### src/rtl/keypad_scan.sv
`default_nettype none
// ============================================================================
//  Module   : keypad_scan
//  Brief    : 4x4 active-low matrix keypad scanner. Walks a single low column
//             once per 1 ms tick, debounces a single-row press and its
//             release, and shifts accepted hex digits into a 32-bit word
//             (newest digit in [3:0]) for the 8-digit display.
//  Revision : 1.0 - initial release
// ============================================================================
module keypad_scan #(
  parameter int CLK_FREQUENCY = 100_000_000,
  parameter int DEBOUNCE_MS   = 4
) (
  input  logic        clk,
  input  logic        rst_n,
  input  logic        en,
  input  logic        clr,
  input  logic [3:0]  row,
  output logic [3:0]  col,
  output logic        key_valid,
  output logic [3:0]  key_code,
  output logic [31:0] data,
  output logic [3:0]  digit_count
);

  // --------------------------------------------------------------------------
  // Constants
  // --------------------------------------------------------------------------
  localparam int            MAX_COUNTER  = CLK_FREQUENCY / 1000;
  localparam int            c_cnt_w      = (MAX_COUNTER > 1) ? $clog2(MAX_COUNTER) : 1;
  localparam logic [c_cnt_w-1:0] c_cnt_last = c_cnt_w'(MAX_COUNTER - 1);
  localparam logic [c_cnt_w-1:0] c_cnt_one  = c_cnt_w'(1);
  localparam logic [3:0]    c_deb_target = 4'(DEBOUNCE_MS);
  localparam logic [3:0]    c_rows_idle  = 4'b1111;
  localparam logic [3:0]    c_max_digits = 4'd8;

  typedef enum logic [1:0] {
    ST_SCAN     = 2'd0,
    ST_DEBOUNCE = 2'd1,
    ST_RELEASE  = 2'd2
  } state_t;

  // --------------------------------------------------------------------------
  // Declarations
  // --------------------------------------------------------------------------
  logic [3:0]         r_row_meta;
  logic [3:0]         r_row_s;

  logic [c_cnt_w-1:0] r_tick_cnt;
  logic               r_tick;

  state_t             r_state;
  logic [1:0]         r_col_idx;
  logic [3:0]         r_row_lat;
  logic [3:0]         r_deb_cnt;
  logic [3:0]         r_rel_cnt;

  state_t             w_state_nxt;
  logic [1:0]         w_col_idx_nxt;
  logic [3:0]         w_row_lat_nxt;
  logic [3:0]         w_deb_cnt_nxt;
  logic [3:0]         w_rel_cnt_nxt;
  logic               w_accept;

  logic [3:0]         w_row_low;
  logic               w_one_low;
  logic [1:0]         w_lat_idx;

  logic               r_key_valid;
  logic [3:0]         r_key_code;
  logic [31:0]        r_data;
  logic [3:0]         r_digit_count;

  logic [3:0]         w_col;

  // --------------------------------------------------------------------------
  // Two-flop synchronizer for the asynchronous row inputs (idle = all high)
  // --------------------------------------------------------------------------
  always_ff @(posedge clk or negedge rst_n) begin
    if (!rst_n) begin
      r_row_meta <= c_rows_idle;
      r_row_s    <= c_rows_idle;
    end else begin
      r_row_meta <= row;
      r_row_s    <= r_row_meta;
    end
  end

  // --------------------------------------------------------------------------
  // Free-running 1 ms divider; r_tick pulses in the cycle after the wrap
  // --------------------------------------------------------------------------
  always_ff @(posedge clk or negedge rst_n) begin
    if (!rst_n) begin
      r_tick_cnt <= '0;
      r_tick     <= 1'b0;
    end else if (r_tick_cnt == c_cnt_last) begin
      r_tick_cnt <= '0;
      r_tick     <= 1'b1;
    end else begin
      r_tick_cnt <= r_tick_cnt + c_cnt_one;
      r_tick     <= 1'b0;
    end
  end

  // --------------------------------------------------------------------------
  // Press qualification: exactly one row low; multiple lows are ghosting
  // --------------------------------------------------------------------------
  always_comb begin
    w_row_low = ~r_row_s;
    w_one_low = (w_row_low != 4'd0) && ((w_row_low & (w_row_low - 4'd1)) == 4'd0);
  end

  // Row index of the latched single-low pattern
  always_comb begin
    w_lat_idx = 2'd0;
    case (r_row_lat)
      4'b1110: w_lat_idx = 2'd0;
      4'b1101: w_lat_idx = 2'd1;
      4'b1011: w_lat_idx = 2'd2;
      4'b0111: w_lat_idx = 2'd3;
      default: w_lat_idx = 2'd0;
    endcase
  end

  // --------------------------------------------------------------------------
  // FSM state register together with the column index and debounce counters
  // --------------------------------------------------------------------------
  always_ff @(posedge clk or negedge rst_n) begin
    if (!rst_n) begin
      r_state   <= ST_SCAN;
      r_col_idx <= 2'd0;
      r_row_lat <= c_rows_idle;
      r_deb_cnt <= 4'd0;
      r_rel_cnt <= 4'd0;
    end else begin
      r_state   <= w_state_nxt;
      r_col_idx <= w_col_idx_nxt;
      r_row_lat <= w_row_lat_nxt;
      r_deb_cnt <= w_deb_cnt_nxt;
      r_rel_cnt <= w_rel_cnt_nxt;
    end
  end

  // --------------------------------------------------------------------------
  // Next-state logic: transitions only on a tick; disable forces a clean SCAN
  // --------------------------------------------------------------------------
  always_comb begin
    w_state_nxt   = r_state;
    w_col_idx_nxt = r_col_idx;
    w_row_lat_nxt = r_row_lat;
    w_deb_cnt_nxt = r_deb_cnt;
    w_rel_cnt_nxt = r_rel_cnt;
    w_accept      = 1'b0;

    if (!en) begin
      w_state_nxt   = ST_SCAN;
      w_col_idx_nxt = 2'd0;
      w_deb_cnt_nxt = 4'd0;
      w_rel_cnt_nxt = 4'd0;
    end else if (r_tick) begin
      case (r_state)
        ST_SCAN: begin
          if (w_one_low) begin
            w_row_lat_nxt = r_row_s;
            w_deb_cnt_nxt = 4'd0;
            w_state_nxt   = ST_DEBOUNCE;
          end else begin
            w_col_idx_nxt = r_col_idx + 2'd1;
          end
        end

        ST_DEBOUNCE: begin
          if (r_row_s == r_row_lat) begin
            if ((r_deb_cnt + 4'd1) == c_deb_target) begin
              // Stable for the full window: accept and wait for release
              w_accept      = 1'b1;
              w_deb_cnt_nxt = 4'd0;
              w_rel_cnt_nxt = 4'd0;
              w_state_nxt   = ST_RELEASE;
            end else begin
              w_deb_cnt_nxt = r_deb_cnt + 4'd1;
            end
          end else begin
            // Pattern changed: rescan starting from the same column
            w_deb_cnt_nxt = 4'd0;
            w_state_nxt   = ST_SCAN;
          end
        end

        ST_RELEASE: begin
          if (r_row_s == c_rows_idle) begin
            if ((r_rel_cnt + 4'd1) == c_deb_target) begin
              w_rel_cnt_nxt = 4'd0;
              w_col_idx_nxt = r_col_idx + 2'd1;
              w_state_nxt   = ST_SCAN;
            end else begin
              w_rel_cnt_nxt = r_rel_cnt + 4'd1;
            end
          end else begin
            w_rel_cnt_nxt = 4'd0;
          end
        end

        default: begin
          w_state_nxt = ST_SCAN;
        end
      endcase
    end
  end

  // --------------------------------------------------------------------------
  // Key event register: one-cycle pulse and code of the accepted key
  // --------------------------------------------------------------------------
  always_ff @(posedge clk or negedge rst_n) begin
    if (!rst_n) begin
      r_key_valid <= 1'b0;
      r_key_code  <= 4'd0;
    end else begin
      r_key_valid <= w_accept;
      if (w_accept) begin
        r_key_code <= {w_lat_idx, r_col_idx};
      end
    end
  end

  // --------------------------------------------------------------------------
  // Digit shift register and saturating count; clear beats a same-cycle key
  // --------------------------------------------------------------------------
  always_ff @(posedge clk or negedge rst_n) begin
    if (!rst_n) begin
      r_data        <= 32'd0;
      r_digit_count <= 4'd0;
    end else if (clr) begin
      r_data        <= 32'd0;
      r_digit_count <= 4'd0;
    end else if (r_key_valid) begin
      r_data <= {r_data[27:0], r_key_code};
      if (r_digit_count != c_max_digits) begin
        r_digit_count <= r_digit_count + 4'd1;
      end
    end
  end

  // --------------------------------------------------------------------------
  // Column drive: one active-low column while enabled, all released otherwise
  // --------------------------------------------------------------------------
  always_comb begin
    w_col = 4'b1111;
    if (en) begin
      w_col = ~(4'b0001 << r_col_idx);
    end
  end

  assign col         = w_col;
  assign key_valid   = r_key_valid;
  assign key_code    = r_key_code;
  assign data        = r_data;
  assign digit_count = r_digit_count;

endmodule
`default_nettype wire

### config.mk
export PLATFORM = sky130hd
export DESIGN_NAME = keypad_scan
export DESIGN_NICKNAME = d
export VERILOG_FILES = /design/src/rtl/keypad_scan.sv
export SDC_FILE = /design/constraint.sdc
export NUM_CORES = 1
export LEC_CHECK = 0
export ABC_CLOCK_PERIOD_IN_PS = 2800
export BUFFER_PORTS_ARGS = -buffer_cell sky130_fd_sc_hd__buf_2
export CORE_ASPECT_RATIO = 0.7
export CORE_MARGIN = 2
export CORE_UTILIZATION = 40
export DETAILED_ROUTE_END_ITERATION = 8
export PLACE_DENSITY_LB_ADDON = 0.15
export SKIP_CTS_REPAIR_TIMING = 1
export SLEW_MARGIN = 20
export SYNTH_ARGS = -nofsm -noshare
export SYNTH_HDL_FRONTEND = slang
export SYNTH_SLANG_ARGS = --single-unit
export TNS_END_PERCENT = 20
### constraint.sdc
create_clock -name clk -period 2.8 [get_ports clk]
set_input_delay 0.56 -clock clk [delete_from_list [all_inputs] [get_ports clk]]
set_output_delay 0.56 -clock clk [all_outputs]
set_load 0.05 [all_outputs]
==> impl_metrics.yaml <==
floorplan:
  std_cell_rows: 30
  dieArea_sq_um: 10540
  start_util: 0.4063
  die_height_um: 86.50
  chipWidth_um: 121.9
  core_area_sq_um: 9572
  io_pins: 53
worst_setup_path:
  ff2ff_path_depth: 5
  end_kind: "flop"
  timing.rr.end: "key_code[3]"
  critical_path_class: "flop to flop"
  worstPathArrival_ns: 2.27
  ff2ff_setup_slack_ns: 0.75
  worst_setup_path_start_kind: "flop"
  critPathRequiredTime_ns: 3.01
  cp_max_fo: 8
  rr_startpoint: "r_row_s[0]"
clock_tree:
  cts_tree: "yes"
  cts_buffer_depth: 2
  clk_latency_ns: 0.33
  cts_sinks: 83
  path_clk_slew_ns: 0.06
  cts-root-buf: "clkbuf_16"
  htree_levels: 3
  cts_buffers: 9
finish:
  nets: 409
  num_antenna_cells: 0
  mostFrequentLayoutCells: "dfrtp_1, buf_2, nor2_1"
  area_growth_pct: 18.56
  drive_above_1_share: 0.2608
  mostFrequentLayoutCell: "dfrtp_1"
route:
  post-route-drc-count: 0
  via_count: 2562
  antenna_left: 0
  vias_per_cell: 4.899
  wl_per_cell_um: 13.51
  drtIter0Drc: 136
  dr.pass1.iters: 4
  wirelength_um: 7066
global_route:
  grt_max_degree: 49
  grt_pass1_wl_um: 11730
  grtUsageTotal: 0.1429
  antenna_found_initial: 0
  grt_overflow_total: 0
  grt_pass1_vias: 2392
sta:
  worst_slack_ns: 0.7468
  drv_slew: 0
  skew_ns: 0.003602
  slew_headroom: 0.5676
  setup_viol: 0
  hold_viol_final: 0
  period_needed_ns: 2.053
  whs_ns: 0.2433
  period_share: 0.7333
  finalSetupTns_ns: 0
  rsz0062_at_grt: "no"
  tightest_slew_ns: 0.6486
  max_freq_mhz: 487.1
logic_synthesis:
  avgSynthCellArea_sq_um: 11.68
  netlist_area_sq_um: 3889
  yosysWarnings: 0
  syn_inst: 333
  async_flop_share: 1.000
  synth_seq_area_share: 0.5380
  synth.distinct_cells: 55
  synthFlopType: "dfrtp_1"
  synth_edf_count: 0
  synth-seq-cells: 83
  synth_fp_nets: 352
place:
  gp_congestion: 0.7832
  post-place-ws_ns: 0.7661
  io_buffers: 52
  hpwl_um: 4929
power:
  finalPower_uw: 2503
  vdd_drop_max_v: 0.0003020
  power_density_nw_per_um2: 542.8
  p_leak_uw: 0.002204
status:
  status: "finished, final reports clean"
flow_run:
  cap_violations: 0
hold_path:
  hold_path_class: "primary input to async pin"
[kinds of logic (layout without fill, tap and decap cells)]
logic type / count (synthesis) / in the layout / share of synthesized area
muxes: 42 / 42 / 0.1110
xor gates and xnor gates: 26 / 26 / 0.06049
and+or+nand+nor: 121 / 121 / 0.1593
adders and majority gates: 11 / 11 / 0.03539
buffers and inverters: 20 / 82 / 0.02220
AOI/OAI and AO/OA: 30 / 30 / 0.07369
DFF: 83 / 83 / 0.5380
[critical path: stages, from the launching register on]
cell and delay [ns]:
dfstp_2 0.62, xnor2_2 0.13, nand4_1 0.20, or3_4 0.48
nor2_8 0.16, mux2_2 0.34
[cells in the mapped netlist (5+ instances only)]
master     n  area (sq um)
a21o_1     5         37.54
clkbuf_1   6         22.52
dfrtp_1   71          1777
dfstp_2   12         315.3
ha_1      11         137.6
inv_1     10         37.54
mux2_2     7         78.83
mux2i_1   33         330.3
nand2_1   20         75.07
nand3_1   12         60.06
nand4_1    8         50.05
nor2_1    49         183.9
nor3_1     5         25.02
xnor2_1   13         113.9
xor2_1    12         105.1
[layer usage]
metal,wire (um),up-vias,GRT usage
met3,302,4,0.04145
met1,3681,1237,0.2037
li1,-,1274,-
met5,0,-,0
met4,38,0,0.05329
met2,3044,47,0.2067
[state kept, by name, summed over array words and instances (netlist names)]
name         count
data            32
r_tick_cnt      17
digit_count      4
key_code         4
r_deb_cnt        4
r_rel_cnt        4
r_row_lat        4
r_row_meta       4
r_row_s          4
r_col_idx        2
r_state          2
key_valid        1
r_tick           1
[report_power, final]
| group | internal, uW | switching [uW] |
|---|---|---|
| clock | 770 | 454 |
| sequential | 1210 | 6.75 |
| combinational | 15.2 | 45.9 |
[worst max-delay path by stage]
| stage | from | endpoint | cells after the start |
|---|---|---|---|
| final | r_row_s[0] | key_code[3] | 5 |
| after global routing | r_tick_cnt[0] | r_tick_cnt[16] | 6 |
| after floorplan | r_row_s[0] | key_code[0] | 6 |
| after CTS | r_row_s[0] | key_code[2] | 5 |
| after detailed placement | r_row_s[0] | key_code[2] | 5 |
| after global placement | r_row_s[0] | key_code[3] | 5 |
[stage by stage]
step                std cells  cell area [sq um]  utilization
floorplan                 333               3889            -
global placement          507               4294       0.4486
detailed placement        507               4294       0.4486
CTS                       523               4611       0.4817
global route              523               4611       0.4817
finish                    523               4611       0.4817
[layout make-up]
type	count	area [sq um]
tap	128	160.2
inverter	10	37.54
clock buffer	13	271.5
multi-input combinational	230	1710
clock inverter	3	45.04
fill	859	4961
sequential	83	2093
timing repair buffer	56	292.8
No activity file was read; power rests on OpenSTA's default activity.
